## src/rtl/ldtu_ififo_cfg_ctrl.sv

```systemverilog
// LiTe-DTU iFIFO configuration sequencer: applies gain/shift/threshold updates at a
// baseline quiet point, then flushes and refills the iFIFO. Optional macro: LDTU_CFG_TIMEOUT_EN.
module ldtu_ififo_cfg_ctrl #(
  parameter int unsigned QUIET_LEN  = 8,
  parameter int unsigned FLUSH_LEN  = 2,
  parameter int unsigned SETTLE_LEN = 8,
  parameter int unsigned TIMEOUT    = 255,
  parameter int unsigned CNT_BITS   = 8
) (
  input  logic        CLK,
  input  logic        reset,
  input  logic        cfg_req,
  input  logic [1:0]  cfg_gain_sel_mode,
  input  logic [1:0]  cfg_shift_gain_10,
  input  logic [11:0] cfg_saturation_value,
  input  logic        baseline_flag,
  output logic        cfg_ack,
  output logic        cfg_busy,
  output logic [1:0]  GAIN_SEL_MODE,
  output logic [1:0]  shift_gain_10,
  output logic [11:0] SATURATION_value,
  output logic        fifo_rst_b,
  output logic        data_valid,
  output logic        forced
);

  localparam logic [1:0] IDLE       = 2'd0;
  localparam logic [1:0] WAIT_QUIET = 2'd1;
  localparam logic [1:0] FLUSH      = 2'd2;
  localparam logic [1:0] SETTLE     = 2'd3;

  localparam logic [CNT_BITS-1:0] QUIET_LAST  = CNT_BITS'(QUIET_LEN - 1);
  localparam logic [CNT_BITS-1:0] FLUSH_LAST  = CNT_BITS'(FLUSH_LEN - 1);
  localparam logic [CNT_BITS-1:0] SETTLE_LAST = CNT_BITS'(SETTLE_LEN - 1);

  logic [1:0]          state, state_nxt;
  logic [CNT_BITS-1:0] cnt, cnt_nxt;
  logic [1:0]          sh_mode, sh_shift;
  logic [11:0]         sh_sat;
  logic                capture, apply_sat, apply_all;
  logic                same_mode_shift;

  assign same_mode_shift = (cfg_gain_sel_mode == GAIN_SEL_MODE) &&
                           (cfg_shift_gain_10 == shift_gain_10);

`ifdef LDTU_CFG_TIMEOUT_EN
  localparam int unsigned TO_BITS = $clog2(TIMEOUT + 1);
  localparam logic [TO_BITS-1:0] TO_LAST = TO_BITS'(TIMEOUT - 1);
  logic [TO_BITS-1:0] tcnt;
  logic               force_set;
`endif

  always_comb begin
    state_nxt = state;
    cnt_nxt   = cnt;
    capture   = 1'b0;
    apply_sat = 1'b0;
    apply_all = 1'b0;
`ifdef LDTU_CFG_TIMEOUT_EN
    force_set = 1'b0;
`endif
    case (state)
      IDLE: begin
        if (cfg_req) begin
          capture = 1'b1;
          // Threshold-only updates do not change FIFO content meaning: no flush.
          if (same_mode_shift) begin
            apply_sat = 1'b1;
          end else begin
            state_nxt = WAIT_QUIET;
            cnt_nxt   = '0;
          end
        end
      end
      WAIT_QUIET: begin
        if (baseline_flag && (cnt == QUIET_LAST)) begin
          apply_all = 1'b1;
          state_nxt = FLUSH;
          cnt_nxt   = '0;
        end else if (baseline_flag) begin
          cnt_nxt = cnt + CNT_BITS'(1);
        end else begin
          cnt_nxt = '0;
        end
`ifdef LDTU_CFG_TIMEOUT_EN
        // A quiet apply on the expiry cycle wins and is not reported as forced.
        if (!apply_all && (tcnt == TO_LAST)) begin
          apply_all = 1'b1;
          force_set = 1'b1;
          state_nxt = FLUSH;
          cnt_nxt   = '0;
        end
`endif
      end
      FLUSH: begin
        if (cnt == FLUSH_LAST) begin
          state_nxt = SETTLE;
          cnt_nxt   = '0;
        end else begin
          cnt_nxt = cnt + CNT_BITS'(1);
        end
      end
      default: begin
        if (cnt == SETTLE_LAST) begin
          state_nxt = IDLE;
          cnt_nxt   = '0;
        end else begin
          cnt_nxt = cnt + CNT_BITS'(1);
        end
      end
    endcase
  end

  always_ff @(posedge CLK or posedge reset) begin
    if (reset) begin
      state            <= FLUSH;
      cnt              <= '0;
      sh_mode          <= 2'b00;
      sh_shift         <= 2'b00;
      sh_sat           <= 12'hfff;
      GAIN_SEL_MODE    <= 2'b00;
      shift_gain_10    <= 2'b00;
      SATURATION_value <= 12'hfff;
      cfg_ack          <= 1'b0;
      cfg_busy         <= 1'b1;
      fifo_rst_b       <= 1'b0;
      data_valid       <= 1'b0;
    end else begin
      state <= state_nxt;
      cnt   <= cnt_nxt;
      if (capture) begin
        sh_mode  <= cfg_gain_sel_mode;
        sh_shift <= cfg_shift_gain_10;
        sh_sat   <= cfg_saturation_value;
      end
      if (apply_sat) begin
        SATURATION_value <= cfg_saturation_value;
      end
      if (apply_all) begin
        GAIN_SEL_MODE    <= sh_mode;
        shift_gain_10    <= sh_shift;
        SATURATION_value <= sh_sat;
      end
      cfg_ack    <= apply_all | apply_sat;
      cfg_busy   <= (state_nxt != IDLE);
      fifo_rst_b <= (state_nxt != FLUSH);
      data_valid <= (state_nxt == IDLE) || (state_nxt == WAIT_QUIET);
    end
  end

`ifdef LDTU_CFG_TIMEOUT_EN
  always_ff @(posedge CLK or posedge reset) begin
    if (reset) begin
      tcnt   <= '0;
      forced <= 1'b0;
    end else begin
      tcnt <= ((state == WAIT_QUIET) && (state_nxt == WAIT_QUIET)) ? tcnt + TO_BITS'(1) : '0;
      if (force_set) begin
        forced <= 1'b1;
      end
    end
  end
`else
  assign forced = 1'b0;
`endif

endmodule

```

## config.mk

```make
export PLATFORM = sky130hd
export DESIGN_NAME = ldtu_ififo_cfg_ctrl
export DESIGN_NICKNAME = d
export VERILOG_FILES = /design/src/rtl/ldtu_ififo_cfg_ctrl.sv
export SDC_FILE = /design/constraint.sdc
export NUM_CORES = 1
export LEC_CHECK = 0
export ABC_AREA = 1
export CAP_MARGIN = 40
export CORE_ASPECT_RATIO = 1.25
export CORE_MARGIN = 1
export CORE_UTILIZATION = 25
export CTS_CLUSTER_SIZE = 12
export DETAILED_ROUTE_END_ITERATION = 12
export PLACE_DENSITY_LB_ADDON = 0.05
export SLEW_MARGIN = 5
export SYNTH_ARGS = -nofsm -noshare
export SYNTH_HDL_FRONTEND = slang
export SYNTH_SLANG_ARGS = --single-unit
```

## constraint.sdc

```tcl
create_clock -name CLK -period 2.2 [get_ports CLK]
set_input_delay 0.44 -clock CLK [delete_from_list [all_inputs] [get_ports CLK]]
set_output_delay 0.44 -clock CLK [all_outputs]
set_load 0.05 [all_outputs]
```

; Word-level counts from Yosys, hierarchy flattened
; Index checks and enable logic that the tools add are counted.
[word_totals]
regBits = 46
latchBits = 0
ramBits = 0
mem_bits_ro = 0
in_bits = 20
output_inout_bits = 21
memories = 0
[op_classes]
n_addsub = 1
mul = 0
n_div = 0
order_cmp = 0
eq_ne = 10
shift = 0
n_mux = 22
bitwise = 1
n_reduce_logical = 8
[op_table]
columns = operator, count
row1 = 8-bit 2-to-1 mux, 6
row2 = 12-bit 2-to-1 mux, 2
row3 = 8-bit case mux with 3 select lines, 1
row4 = 2-bit 2-to-1 mux, 5
row5 = 8-bit by 1-bit adder with 8-bit output (second input constant), 1
row6 = 8-bit by 1-bit equality test with 1-bit output (second input constant), 1
row7 = 8-bit by 3-bit equality test with 1-bit output (second input constant), 1
row8 = 1-bit 2-to-1 mux, 7
row9 = 2-bit != test (second input constant), 3
row10 = 2-bit case mux with 3 select lines, 1
row11 = 2-bit by 1-bit equality test with 1-bit output (second input constant), 2
row12 = 2-bit equality test, 2
row13 = 2-bit logical NOT, 2
row14 = 2-bit nonzero test, 2
row15 = 2-bit equality test (second input constant), 1
row16 = 1-bit logical AND, 2
row17 = 2-bit AND reduction, 1
row18 = 1-bit logical OR, 1
row19 = 1-bit bitwise OR, 1

; Longest topological paths before layout
[depth]
depth_word = 7
ltp_mapped = 11
ltp_nobuf = 10

; Worst setup path before layout
; Ideal clock, no wire load.
[synth_timing]
path_type = register to register
from = reg GAIN_SEL_MODE[0]
to = reg SATURATION_value[0]
setup_time_ps = 76
arrival_time_ps = 1480
path_slack_ps = 644
path_stages_with_launch = 11
path_buffers = 1
synth_period_minus_slack_ps = 1556
cell_sequence = dfrtp_1 > inv_1 > nand2_1 > nand2_1 > nor2_1 > nand3_2 > nand2_4 > inv_4 > buf_6 > nand2_1 > nand2_1
[synth_via]
elab_chain_cells = 6
[synth_rtl]
columns = element, line_no
row1 = start: declaration, 19  ; output logic [1:0] GAIN_SEL_MODE,
row2 = start signal: assignment, 140  ; GAIN_SEL_MODE <= sh_mode;
row3 = 2-bit equality test, 43  ; assign same_mode_shift = (cfg_gain_sel_mode == GAIN_SEL_MODE) &&
row4 = 1-bit logical AND, 43
row5 = 1-bit 2-to-1 mux, 67  ; if (same_mode_shift) begin
row6 = 1-bit 2-to-1 mux, 64  ; if (cfg_req) begin
row7 = 1-bit 2-to-1 mux, 62  ; case (state)
row8 = 2-bit nonzero test (no source line), -
row9 = end signal: assignment, 137  ; SATURATION_value <= cfg_saturation_value;
row10 = end signal: assignment, 142  ; SATURATION_value <= sh_sat;
row11 = end: declaration, 21  ; output logic [11:0] SATURATION_value,
; No other way between the ends.
; A chain may end at the register's enable or synchronous reset.

; Worst setup path in the final report
[layout_timing]
from = reg SATURATION_value[7]
to = out SATURATION_value[7]
; No word-level cell between the ends.

==> metrics.md <==
| Metric | Value |
|---|---|
| Critical-path cell list | clkdlybuf4s50_1 |
| Max Slew Vio Count | 0 |
| Number of synthesis warnings | 0 |
| Sequential element share of the synthesized area | between 40 and 50% |
| CP Class | flop to primary output |
| Final min period | between 2 and 2.5 ns |
| Largest net degree at the start of global routing | between 40 and 50 |
| DRC viols | 0 |
| Area leader, netlist | dfstp_2 |
| Hold crit path type | flop to flop |
| Max-slew headroom | 65.1% |
| Fin Clk Skew | roughly 0.0076 ns |
| Switching power | 0.364 mW |
| Gr ovfl total | 0 |
| Cts repair resizes | 0 |
| First-pass GRT wire length | between 9 and 10 mm |
| Fraction of registers with async set/reset | 100% |
| WP buf/inv | 1 |
| Worst Slack Setup Final | around 0.15 ns |
| Final Hold Vio Count | 0 |
| Clock sinks | 46 |
| CTS Buf Count | 5 |
| VDD IR max | around 0.00029 V |
| Startpoint types | flop |
| Least-Margin Pin Slew | 0.521 ns |
| Initial Util | 25.6% |
| Comb pwr share | around 5.0% |
| Gate count of the mapped netlist | 311 |
| Vias | 2016 |
| Final setup violating endpoints | 0 |
| TritonCTS clock tree | built |
| Htree depth | 2 |
| Max cap viols | 0 |
| Seq pwr share | a little under half |
| GRT met3 Usage | about 2.2% |
| First-pass iteration count of the detailed router | 4 |
| Most frequent cells after synthesis | nand2_1 (108), inv_1 (36), dfstp_2 (26) |
| Root buffer cell | clkbuf_16 |
| Largest stage delay, worst path | approximately 0.80 ns |
| Chip Width | approximately 91 microns |
| Pwr Density | around 570 mW/mm^2 |
| Slowest-stage cell, CP | clkdlybuf4s50_1 |
| Initial antenna violation count | 0 |
| Core Region | between 0.009 and 0.01 sq mm |
| Post-layout util | approximately a third |
| Pwr Total | 1.79 mW |
| Syn-to-layout area delta | 27.6% |
| Final WL | approximately 5.8 mm |
| Crit-path leading delay family | buffers and inverters |
| Post-synth top area share | 27.7% |
| Synth Register Bits | 46 |
| Vias in the first global route | 1941 |
| All-Layer GR Usage | 12.2% |
| RSZ-0062 raised after global routing | false |
| Chip height | ~110 microns |
| CP arrival | ~1.6 ns |
| Crit. Startpoint | SATURATION_value[7] |
| Vias/cell | 4.19 |
| Hpwl dp | 4.17 mm |
| Ratio of final minimum period to clock period | between 90 and 100% |
| Clock power share | about 48% |
| Worst reg2reg path depth | 8 |
| Hold path cells | 2 |
| Synth Flop Type | dfstp_2 |
| Hold_buf cts | 0 |
| Nets | roughly 380 |
| Sw Share | approximately a fifth |
| CP max FO | 2 |
| HP Start | SATURATION_value[8] |
| Met1 Use GR | approximately 15% |
| Fin Setup TNS | 0 ns |
| # IOs | a little over 40 |
| Most numerous cell in the Yosys netlist | nand2_1 |
| Final RePlAce weighted congestion | 0.728 |
| Static leakage | roughly 1.5 nW |
| R2R Setup Slk | 0.47 ns |
| Reg clk slew, reported paths | 0.06 ns |
| Fillers | 1046 |
| GRT busiest layer | met2 |
| Hold path endpoint | SATURATION_value[8] |
| EDFF count, synth | 0 |
| Num rows | 40 |
| Place WS | 0.261 ns |
| Met2 Track Usage GR | 21.6% |
| Internal | 1.43 mW |
| Die area | roughly 0.010 sq mm |
| Total inserted antenna cells | 0 |
| Crit path required time | about 1.8 ns |
| Clock Latency Late Sink | approximately 0.28 ns |
| Clock tree buffer depth | 2 |
| FF-to-FF End | SATURATION_value[2] |
| Status | completed |
| Area contributors post-synth | dfstp_2 (28%), dfrtp_1 (20%), nand2_1 (16%) |
| Worst Setup End Kind | primary output |
| Hold WS | around 0.46 ns |
| Post-route ant nets | 0 |
| Mapped Area | approximately 0.0025 sq mm |
| Port bufs | 39 |
| Share of cells above drive strength 1 | ~17% |
| Drt initial violations | 62 |
| R2R Path Start | cnt[1] |
| Post-CTS setup buffers | 0 |
| Synth cell types | 27 |
| Syn nets | roughly 330 |
| Fmax | 0.488 GHz |
| Syn_area_per_cell | slightly below 8 sq um |
| Wire per inst | roughly 12 microns |
-- registers in the layout, indices dropped and copies added (netlist names) --
register	cells
GAIN_SEL_MODE	2
SATURATION_value	12
cfg_ack	1
cfg_busy	1
cnt	8
data_valid	1
fifo_rst_b	1
sh_mode	2
sh_sat	12
sh_shift	2
shift_gain_10	2
state	2
-- cell families (layout without fill, tap and decap cells) --
group / after synthesis / in the layout / synth area share [%]
other: 1 / 1 / 0.152
AND/OR/NAND/NOR: 170 / 170 / 31.5
buffers and inverters: 52 / 96 / 10.6
adder cells (fa/ha/maj): 2 / 2 / 1.02
XOR/XNOR: 2 / 2 / 0.711
AO/OA/AOI/OAI: 38 / 38 / 7.92
flip-flops: 46 / 46 / 48.0
-- metal layers --
metal | routed length [microns] | up-vias
met2 | 2990 | 39
met5 | 0 | -
met1 | 2590 | 920
met3 | 183 | 2
met4 | 42 | 0
li1 | - | 1055
-- worst max path at each step --
stage / slack, ns / endpoint / cells past startpoint
after floorplan: 0.64 / SATURATION_value[0] / 10
after global placement: 0.27 / SATURATION_value[2] / 6
after detailed placement: 0.26 / SATURATION_value[2] / 8
after CTS: 0.13 / SATURATION_value[7] / 1
after global routing: 0.11 / SATURATION_value[4] / 1
final: 0.15 / SATURATION_value[7] / 1
-- cells in the final DEF (no fill, tap or decap), types with 6 or more instances in the layout --
| cell type | n |
|---|---|
| o21ai_1 | 21 |
| inv_1 | 35 |
| o21ai_0 | 12 |
| clkdlybuf4s50_1 | 39 |
| buf_4 | 6 |
| dfstp_2 | 26 |
| nand2_1 | 108 |
| nand3_1 | 24 |
| dfrtp_1 | 20 |
| nor2_1 | 20 |
-- tightest hold or removal path: stages, from the launching register on --
cell and delay (ns):
dfstp_2 0.37, nand2_2 0.05, nand2_1 0.04
-- power by group through the flow --
stage	sequential, mW	combinational, mW	clock [mW]
finish	0.848	0.0904	0.855
global route	0.847	0.102	0.934
CTS	0.848	0.0936	0.896
detailed placement	0.862	0.0929	0
global placement	0.862	0.0934	0
floorplan	0.862	0.0389	0
-- layout make-up --
| cell class | instances | area (sq um) | area share (%) |
|---|---|---|---|
| Clock buffer | 6 | 129 | 4.10 |
| Clock inverter | 2 | 36.3 | 1.15 |
| Inverter | 42 | 163 | 5.18 |
| Multi-Input combinational cell | 213 | 1020 | 32.4 |
| Sequential cell | 46 | 1180 | 37.7 |
| Tap cell | 126 | 158 | 5.02 |
| Timing Repair Buffer | 46 | 455 | 14.5 |
-- through the flow --
| step | std cells | area [sq um] |
|---|---|---|
| 4_1_cts | 481 | 3140 |
| 3_5_place_dp | 473 | 2980 |
| 3_3_place_gp | 473 | 2980 |
| 5_1_grt | 481 | 3140 |
| 2_1_floorplan | 311 | 2460 |
| 6_report | 481 | 3140 |
(Power assumes the default switching activity.)
